<file path="config.mk">
export PLATFORM = sky130hd
export DESIGN_NAME = dma_command_tracker_multi
export DESIGN_NICKNAME = d
export VERILOG_FILES = /design/src/rtl/dma_tracker_pkg.sv /design/src/rtl/dma_tracker_order_fifo.sv /design/src/rtl/dma_command_tracker_multi.sv
export SDC_FILE = /design/constraint.sdc
export NUM_CORES = 1
export LEC_CHECK = 0
export CAP_MARGIN = 10
export CORE_MARGIN = 8
export CORE_UTILIZATION = 56
export DETAILED_ROUTE_END_ITERATION = 6
export PLACE_DENSITY = 0.82
export SYNTH_ARGS = -nofsm -noshare
export SYNTH_HDL_FRONTEND = slang
export SYNTH_SLANG_ARGS = --single-unit
</file>
<file path="constraint.sdc">
create_clock -name clock -period 3.2 [get_ports clock]
set_input_delay 0.32 -clock clock [delete_from_list [all_inputs] [get_ports clock]]
set_output_delay 0.32 -clock clock [all_outputs]
set_load 0.01 [all_outputs]
</file>
<file path="src/rtl/dma_tracker_pkg.sv">
// Shared slot state encoding and derived-width helpers for the DMA command tracker.
package dma_tracker_pkg;

   typedef enum logic [1:0] {
      FREE   = 2'd0,
      ACTIVE = 2'd1,
      DONE   = 2'd2
   } slot_state_t;

   // Slot index width: at least one bit even for tiny trackers.
   function automatic int id_width(input int n);
      return (n <= 2) ? 1 : $clog2(n);
   endfunction

   // Occupancy counter width: must hold the value n itself.
   function automatic int cnt_width(input int n);
      return $clog2(n + 1);
   endfunction

endpackage

</file>
<file path="src/rtl/dma_tracker_order_fifo.sv">
// Allocation-order FIFO of slot ids; its head is the only slot allowed to complete in in-order mode.
module dma_tracker_order_fifo
   import dma_tracker_pkg::*;
#(
   parameter int DEPTH = 2,
   parameter int W     = 1
) (
   input  logic         clock,
   input  logic         reset,
   input  logic         push,
   input  logic [W-1:0] push_data,
   input  logic         pop,
   output logic [W-1:0] head,
   output logic         empty
);

   localparam int PTR_W = id_width(DEPTH);
   localparam int CNT_W = cnt_width(DEPTH);

   logic [W-1:0]     mem [DEPTH];
   logic [PTR_W-1:0] rd_ptr;
   logic [PTR_W-1:0] wr_ptr;
   logic [CNT_W-1:0] count;

   function automatic logic [PTR_W-1:0] ptr_inc(input logic [PTR_W-1:0] p);
      return (int'(p) == DEPTH - 1) ? '0 : p + PTR_W'(1);
   endfunction

   // NOTE: the payload array is not reset; pointers and count alone decide which entries are meaningful.
   always_ff @(posedge clock) begin
      if (push) mem[wr_ptr] <= push_data;
   end

   // NOTE: registers use non-blocking assignments so every flop samples pre-edge values together.
   always_ff @(posedge clock or negedge reset) begin
      if (!reset) begin
         rd_ptr <= '0;
         wr_ptr <= '0;
         count  <= '0;
      end else begin
         if (push) wr_ptr <= ptr_inc(wr_ptr);
         if (pop)  rd_ptr <= ptr_inc(rd_ptr);
         case ({push, pop})
            2'b10:   count <= count + CNT_W'(1);
            2'b01:   count <= count - CNT_W'(1);
            default: ;
         endcase
      end
   end

   assign head  = mem[rd_ptr];
   assign empty = (count == '0);

endmodule

</file>
<file path="src/rtl/dma_command_tracker_multi.sv">
// Tracks outstanding DMA read commands per slot, counts down returned bytes and issues tagged completions.
module dma_command_tracker_multi
   import dma_tracker_pkg::*;
#(
   parameter  int NUM_CMDS   = 2,
   parameter  int TAG_WIDTH  = 6,
   parameter  int BYTE_WIDTH = 15,
   parameter  int IN_ORDER   = 0,
   localparam int ID_W       = id_width(NUM_CMDS),
   localparam int CNT_W      = cnt_width(NUM_CMDS)
) (
   input  logic                  clock,
   input  logic                  reset,
   input  logic                  io_alloc_valid,
   input  logic [TAG_WIDTH-1:0]  io_alloc_bits_tag_rob_id,
   input  logic [BYTE_WIDTH-1:0] io_alloc_bits_bytes_to_read,
   output logic                  io_alloc_ready,
   output logic [ID_W-1:0]       io_alloc_bits_cmd_id,
   input  logic                  io_request_returned_valid,
   input  logic [BYTE_WIDTH-1:0] io_request_returned_bits_bytes_read,
   input  logic [ID_W-1:0]       io_request_returned_bits_cmd_id,
   output logic                  io_cmd_completed_valid,
   output logic [TAG_WIDTH-1:0]  io_cmd_completed_bits_tag_rob_id,
   input  logic                  io_cmd_completed_ready,
   output logic [CNT_W-1:0]      io_busy_count,
   output logic                  io_error
);

   typedef struct packed {
      slot_state_t           state;
      logic [TAG_WIDTH-1:0]  tag;
      logic [BYTE_WIDTH-1:0] remaining;
   } slot_t;

   slot_t                 slots [NUM_CMDS];
   logic                  error_q;
   logic                  free_found, done_found, head_done;
   logic [ID_W-1:0]       free_id, done_id, comp_id;
   logic                  comp_sel_valid;
   logic [TAG_WIDTH-1:0]  comp_tag;
   logic [CNT_W-1:0]      busy;
   logic                  ret_active;
   logic [BYTE_WIDTH-1:0] ret_remaining;
   logic                  fifo_empty;
   logic [ID_W-1:0]       fifo_head;
   logic                  alloc_fire, comp_fire, ret_error;

   // NOTE: each always_comb assigns defaults first so no path can infer a latch.
   always_comb begin
      free_found = 1'b0;
      free_id    = '0;
      done_found = 1'b0;
      done_id    = '0;
      busy       = '0;
      // Scan downwards so the lowest matching index wins.
      for (int i = NUM_CMDS - 1; i >= 0; i--) begin
         if (slots[i].state == FREE) begin
            free_found = 1'b1;
            free_id    = ID_W'(i);
         end
         if (slots[i].state == DONE) begin
            done_found = 1'b1;
            done_id    = ID_W'(i);
         end
         if (slots[i].state != FREE) busy = busy + CNT_W'(1);
      end
   end

   always_comb begin
      ret_active    = 1'b0;
      ret_remaining = '0;
      for (int i = 0; i < NUM_CMDS; i++) begin
         if (io_request_returned_bits_cmd_id == ID_W'(i) && slots[i].state == ACTIVE) begin
            ret_active    = 1'b1;
            ret_remaining = slots[i].remaining;
         end
      end
   end

   always_comb begin
      head_done      = 1'b0;
      comp_sel_valid = 1'b0;
      comp_id        = done_id;
      comp_tag       = '0;
      if (IN_ORDER != 0) begin
         comp_id = fifo_empty ? '0 : fifo_head;
         for (int i = 0; i < NUM_CMDS; i++) begin
            if (comp_id == ID_W'(i) && slots[i].state == DONE) head_done = 1'b1;
         end
         comp_sel_valid = !fifo_empty && head_done;
      end else begin
         comp_sel_valid = done_found;
      end
      for (int i = 0; i < NUM_CMDS; i++) begin
         if (comp_sel_valid && comp_id == ID_W'(i)) comp_tag = slots[i].tag;
      end
   end

   assign alloc_fire = io_alloc_valid && free_found;
   assign comp_fire  = comp_sel_valid && io_cmd_completed_ready;
   // Out-of-range ids never match a slot, so they land in the !ret_active case.
   assign ret_error  = io_request_returned_valid &&
                       (!ret_active || io_request_returned_bits_bytes_read > ret_remaining);

   always_ff @(posedge clock or negedge reset) begin
      if (!reset) begin
         for (int i = 0; i < NUM_CMDS; i++) begin
            slots[i] <= '{state: FREE, tag: '0, remaining: '0};
         end
         error_q <= 1'b0;
      end else begin
         // Alloc, return and completion always hit slots in different states, hence distinct slots.
         for (int i = 0; i < NUM_CMDS; i++) begin
            if (alloc_fire && free_id == ID_W'(i)) begin
               slots[i].state     <= (io_alloc_bits_bytes_to_read == '0) ? DONE : ACTIVE;
               slots[i].tag       <= io_alloc_bits_tag_rob_id;
               slots[i].remaining <= io_alloc_bits_bytes_to_read;
            end else if (io_request_returned_valid && slots[i].state == ACTIVE &&
                         io_request_returned_bits_cmd_id == ID_W'(i)) begin
               if (io_request_returned_bits_bytes_read >= slots[i].remaining) begin
                  slots[i].remaining <= '0;
                  slots[i].state     <= DONE;
               end else begin
                  slots[i].remaining <= slots[i].remaining - io_request_returned_bits_bytes_read;
               end
            end else if (comp_fire && comp_id == ID_W'(i)) begin
               slots[i].state <= FREE;
            end
         end
         if (ret_error) error_q <= 1'b1;
      end
   end

   generate
      if (IN_ORDER != 0) begin : g_order
         dma_tracker_order_fifo #(
            .DEPTH (NUM_CMDS),
            .W     (ID_W)
         ) u_order_fifo (
            .clock     (clock),
            .reset     (reset),
            .push      (alloc_fire),
            .push_data (free_id),
            .pop       (comp_fire),
            .head      (fifo_head),
            .empty     (fifo_empty)
         );
      end else begin : g_no_order
         assign fifo_head  = '0;
         assign fifo_empty = 1'b1;
      end
   endgenerate

   assign io_alloc_ready                   = free_found;
   assign io_alloc_bits_cmd_id             = free_id;
   assign io_cmd_completed_valid           = comp_sel_valid;
   assign io_cmd_completed_bits_tag_rob_id = comp_tag;
   assign io_busy_count                    = busy;
   assign io_error                         = error_q;

endmodule

</file>
# == Yosys cells after proc, flatten, opt, wreduce, memory -nomap -nowiden ==
# Index checks and enable logic that the tools add are counted.
# op_classes
add_sub_neg,3
magnitude_cmp,3
eq_ne,6
mux,29
bitwise_logic,3
reduce_logical,28
# ops
cell,count
2-to-1 mux 15 bit,8
greater-or-equal comparator 15 bit,2
subtractor 15 bit,2
2-to-1 mux 2 bit,10
> comparator 15 bit,1
logical AND 1 bit,15
zero test 15 bit,1
2-to-1 mux 6 bit,2
2-to-1 mux 1 bit,9
nonzero test 2 bit,4
!= test 3 x 2 -> 1 bit (second input constant),2
nonzero test 3 bit,2
== test 2 x 1 -> 1 bit (second input constant),2
== test 2 bit (second input constant),2
zero test 2 bit,2
AND reduction 2 bit,2
inverter 1 bit,3
adder 2 x 1 -> 2 bit (second input constant),1
zero test 1 bit,1
logical OR 1 bit,1
# word_totals
register_bits,47
inputBits,42
out_inout_bits,12
word_cells,79

# == Longest topological paths before layout ==
# Gate-level depths: netlist of run 1.
# depth
depth_word,8
mapped_depth,12
ltp_nobuf,11

# == Worst setup path after synthesis of run 1 ==
# OpenSTA, ideal clock, no wires.
# synth_timing
path_kind,flip-flop to flip-flop
start,register slots[0] in the netlist's numbering
end,register slots[14] in the netlist's numbering
setup_time_ns,0.065
arrival_ns,2.541
required_time_ns,3.135
setup_slack_ns,0.594
stages_incl_launch_ff,12
path_buffers,0
period_less_slack_ns,2.606
cell_sequence,dfrtp_1 inv_1 ha_1 inv_1 fa_1 a211oi_2 o21ai_1 a2111oi_2 nor3_1 or4b_1 a31oi_1 a221o_2
# synth_between
elab_chain_cells,4
elab_cells_between_ends,5
cone_classes,1 x add/sub; 1 x order compare; 3 x mux
# synth_lines
item,line_no,source
start: declaration,dma_command_tracker_multi.sv:35,slot_t slots [NUM_CMDS];
start signal: indexed assignment,dma_command_tracker_multi.sv:108,"slots[i] <= '{state: FREE, tag: '0, remaining: '0};"
subtractor 15 bit / greater-or-equal comparator 15 bit (equally long branches),"dma_command_tracker_multi.sv:124, dma_command_tracker_multi.sv:120",
2-to-1 mux 15 bit *,dma_command_tracker_multi.sv:120,if (io_request_returned_bits_bytes_read >= slots[i].remaining) begin
2-to-1 mux 15 bit *,dma_command_tracker_multi.sv:118,end else if (io_request_returned_valid && slots[i].state == ACTIVE &&
2-to-1 mux 15 bit *,dma_command_tracker_multi.sv:114,if (alloc_fire && free_id == ID_W'(i)) begin
# Every way passes the cells marked *; elsewhere a longest branch is shown, timed or not. The select of a mux whose other input is x is not followed.
# A chain may end at the register's enable or synchronous reset.

# == Worst setup path after layout of run 1 ==
# layout_timing
start,input io_request_returned_bits_bytes_read[0]
end,register slots[14] in the netlist's numbering
# layout_between
elab_chain_cells,4
elab_cells_between_ends,5
cone_classes,1 x add/sub; 1 x order compare; 3 x mux
# layout_lines
item,line_no,source
start: declaration,dma_command_tracker_multi.sv:20,"input logic [BYTE_WIDTH-1:0] io_request_returned_bits_bytes_read,"
subtractor 15 bit / greater-or-equal comparator 15 bit (equally long branches),"dma_command_tracker_multi.sv:124, dma_command_tracker_multi.sv:120",
2-to-1 mux 15 bit *,dma_command_tracker_multi.sv:120,
2-to-1 mux 15 bit *,dma_command_tracker_multi.sv:118,
2-to-1 mux 15 bit *,dma_command_tracker_multi.sv:114,
# Marked as above.

==> impl_metrics.csv, run 1 <==
group,metric,value,unit
grt,grt_pass1_wl,20800,um
power,power_density,884,nW/um2
route,drc_errors,0,
critical_path,required,3460,ps
clock_network,clockBufferDepth,2,
clock_network,cts-resized-gates,0,
grt,met2_usage,0.426,
sta,fin_ws,312,ps
layout,nets,626,
clock_network,clkSinkCount,47,
synth,ys.flop_type,"dfrtp_1",
run_status,violations,"hold timing",
sta,hold_ws,-4.73,ps
clock_network,cts.htree.levels,2,
floorplanning,ios,54,
route,dr.pass1.iters,5,
clock_network,hold_buffers,0,
grt,met3_usage,0.0456,
floorplanning,core,7140,um2
clock_network,clk_pin_slew,100,ps
layout,final_cells,635,
run_status,outcome,"finished, violations left",
synth,yosys.area.top_type,"dfrtp_1",
layout,final_cell_mix,"clkdlybuf4s50_1, a21oi_1, ha_1, dfrtp_1, o21ai_0",
hold_path,hp-class,"in2async",
place,place_congestion,1.04,
critical_path,cp_data_arrival_time,3150,ps
route,vias_per_cell,6.46,
route,vias,4105,
synth,synth_top_area_frac,0.291,
layout,syn2layout_area_growth,21.2,%
synth,synth_cell_types,51,
sta,setup-tns-final,0,ps
layout,drive_gt1_frac,0.0784,
sta,hold_viol,7,
floorplanning,die_w,101,um
layout,n_antenna_cell,0,
flow_run,maxCapViolCount,0,
critical_path,worst-path-stages,11,
grt,grt_pass1_vias,4108,
sta,rsz0062_at_grt,"false",
route,final_antenna_net_count,0,
power,ir_drop,383,uV
sta,skew,8.31,ps
place,placed_cells,627,
place,dp_hpwl,10200,um
power,power.leakage,2.26,nW
critical_path,crit_slowest_cell,"or4b_1",
synth,synth_seq_cells,47,
critical_path,cpPeakStageDelay,510,ps
route,routed_wl,12900,um
layout,final_common_cell,"clkdlybuf4s50_1",
synth,synth_edf_count,0,
route,drt_iter0_drc,365,
synth,syn_area,4040,um2
floorplanning,dieArea,10200,um2
critical_path,crit_buf_inv,2,
sta,report.final.setup_viol,0,
grt,grt_usage,0.258,
critical_path,cp-end-kind,"flop",
critical_path,crit_path_start_kind,"primary input",
clock_network,cts_buffers,5,
sta,fmax,0.346,GHz
route,wire_per_inst,20.3,um
grt,grt.busiest_layer,"met2",
grt,grt_antenna_before_repair,0,
sta,post-route-min-period,2890,ps
sta,timing.final.crit_share,0.902,
synth,synthTopCellsByArea,"dfrtp_1, ha_1, a21oi_1, o21ai_0, a22oi_1",
synth,yosysSeqAreaShare,0.291,
layout,finish.utilization,0.687,
grt,use_met1,0.332,
clock_network,cts_root_buf,"clkbuf_8",
critical_path,critical_path_class,"in2reg",
critical_path,path_max_fanout,3,
floorplanning,initial_core_util,0.567,
synth,yosysWarnings,0,
critical_path,crit_family,"compound AO/OA/AOI/OAI gates",
sta,final_max_slew_viol_count,0,
critical_path,r2r_cells,11,
grt,grt_max_degree,25,
sta,relSlewSlack,0.465,
clock_network,cts_tree,"yes",
place,port-buffer-count,53,
clock_network,post_cts_buffers,0,
synth,async_flop_share,1.00,
place,dp_slack,29.0,ps
clock_network,insertion_delay,310,ps
synth,synth_nets,565,
synth,syn_avg_cell_area,8.53,um2
sta,tightest_slew,802,ps
critical_path,crit_chain,"clkdlybuf4s50_1, ha_1, inv_1, fa_1, a211oi_2, o21ai_1, a2111oi_2, nor3_1, or4b_1, a31oi_1, a221o_2",
grt,gr-total-overflow,0,
synth,synthCells,474,
floorplanning,row_count,31,
floorplanning,die_y,101,um
[logic make-up after synthesis]
kind of cell,share of synthesized area
flops,0.291
xor+xnor,0.0476
mux,0.0167
compound gates,0.298
buf+inv,0.0467
fa+ha+maj,0.155
simple gates,0.145
[per-stage QoR]
step	total power [mW]	instance area, um2
after floorplan	2.89	4040
after global placement	3.61	4760
after detailed placement	3.71	4760
after CTS	4.27	4900
after global routing	4.66	4900
final	4.33	4900
[routing by layer]
metal / part of all wire / vias to the layer above
met5: 0 / -
met4: 0.020 / 0
met2: 0.48 / 185
met3: 0.078 / 24
met1: 0.42 / 2018
li1: - / 1878
[registers in the layout (all words and copies together) (netlist names)]
signal	flops
io_error	1
slots	46
[final timing paths]
check	start	end	slack, ps
setup / recovery	io_request_returned_bits_bytes_read[0]	slots[14]	310
hold / removal	reset	slots[35]	-5
setup reg to reg	slots[0]	slots[14]	320
hold reg to reg	slots[39]	slots[39]	490
max in group asynchronous	reset	slots[29]	2450
min in group clock	slots[39]	slots[39]	490
[synth_stat cells, drive strengths merged, types with 2 or more instances]
cell type,number
clkbuf,13
nor2b,4
nand4,7
a31oi,3
xnor2,11
nor4,4
xor2,11
nand2,29
a211oi,7
or2,2
o31ai,5
inv,32
o2111ai,2
mux2,6
a22o,7
o21a,8
o22ai,3
a21o,16
a211o,2
and3b,2
o21ai,45
fa,2
a22oi,28
nor2,25
ha,47
nor3,7
and3,16
a21oi,49
o21bai,3
dfrtp,47
and2,2
buf,4
o211ai,2
nand2b,7
nand3,4
[where the power goes]
part / total, mW / internal (mW) / switching, mW / leakage (nW)
registers: 1.11 / 0.853 / 0.252 / 0.585
clock network: 0.554 / 0.317 / 0.236 / 0.0703
logic: 2.67 / 1.21 / 1.46 / 1.61
[final cells by class]
type | count | area (um2)
Clock buffer | 5 | 68.8
Clock inverter | 3 | 71.3
Fill cell | 597 | 2240
Inverter | 32 | 120
Multi-Input combinational cell | 378 | 2680
Sequential cell | 47 | 1180
Tap cell | 99 | 124
Timing Repair Buffer | 71 | 661
Note: power is estimated with default switching activity, not from simulation.
==> run 2: changes to the inputs <==
--- a/config.mk
+++ b/config.mk
@@ -12,4 +12,5 @@
 export PLACE_DENSITY = 0.82
 export SYNTH_ARGS = -nofsm -noshare
 export SYNTH_HDL_FRONTEND = slang
+export SYNTH_HIERARCHICAL = 1
 export SYNTH_SLANG_ARGS = --single-unit
==> results of run 2 <==
The final DEF is identical to that of run 1; final timing and power are the same.
Among the figures that moved: Yosys warning count 0 -> 6
==> run 3: changes to the inputs <==
--- a/config.mk
+++ b/config.mk
@@ -5,7 +5,7 @@
 export SDC_FILE = /design/constraint.sdc
 export NUM_CORES = 1
 export LEC_CHECK = 0
-export CAP_MARGIN = 10
+export CAP_MARGIN = 20
 export CORE_MARGIN = 8
 export CORE_UTILIZATION = 56
 export DETAILED_ROUTE_END_ITERATION = 6
==> results of run 3 <==
The final DEF is identical to that of run 1; final timing and power are the same.
Among the figures that moved: Yosys warning count 0 -> 6
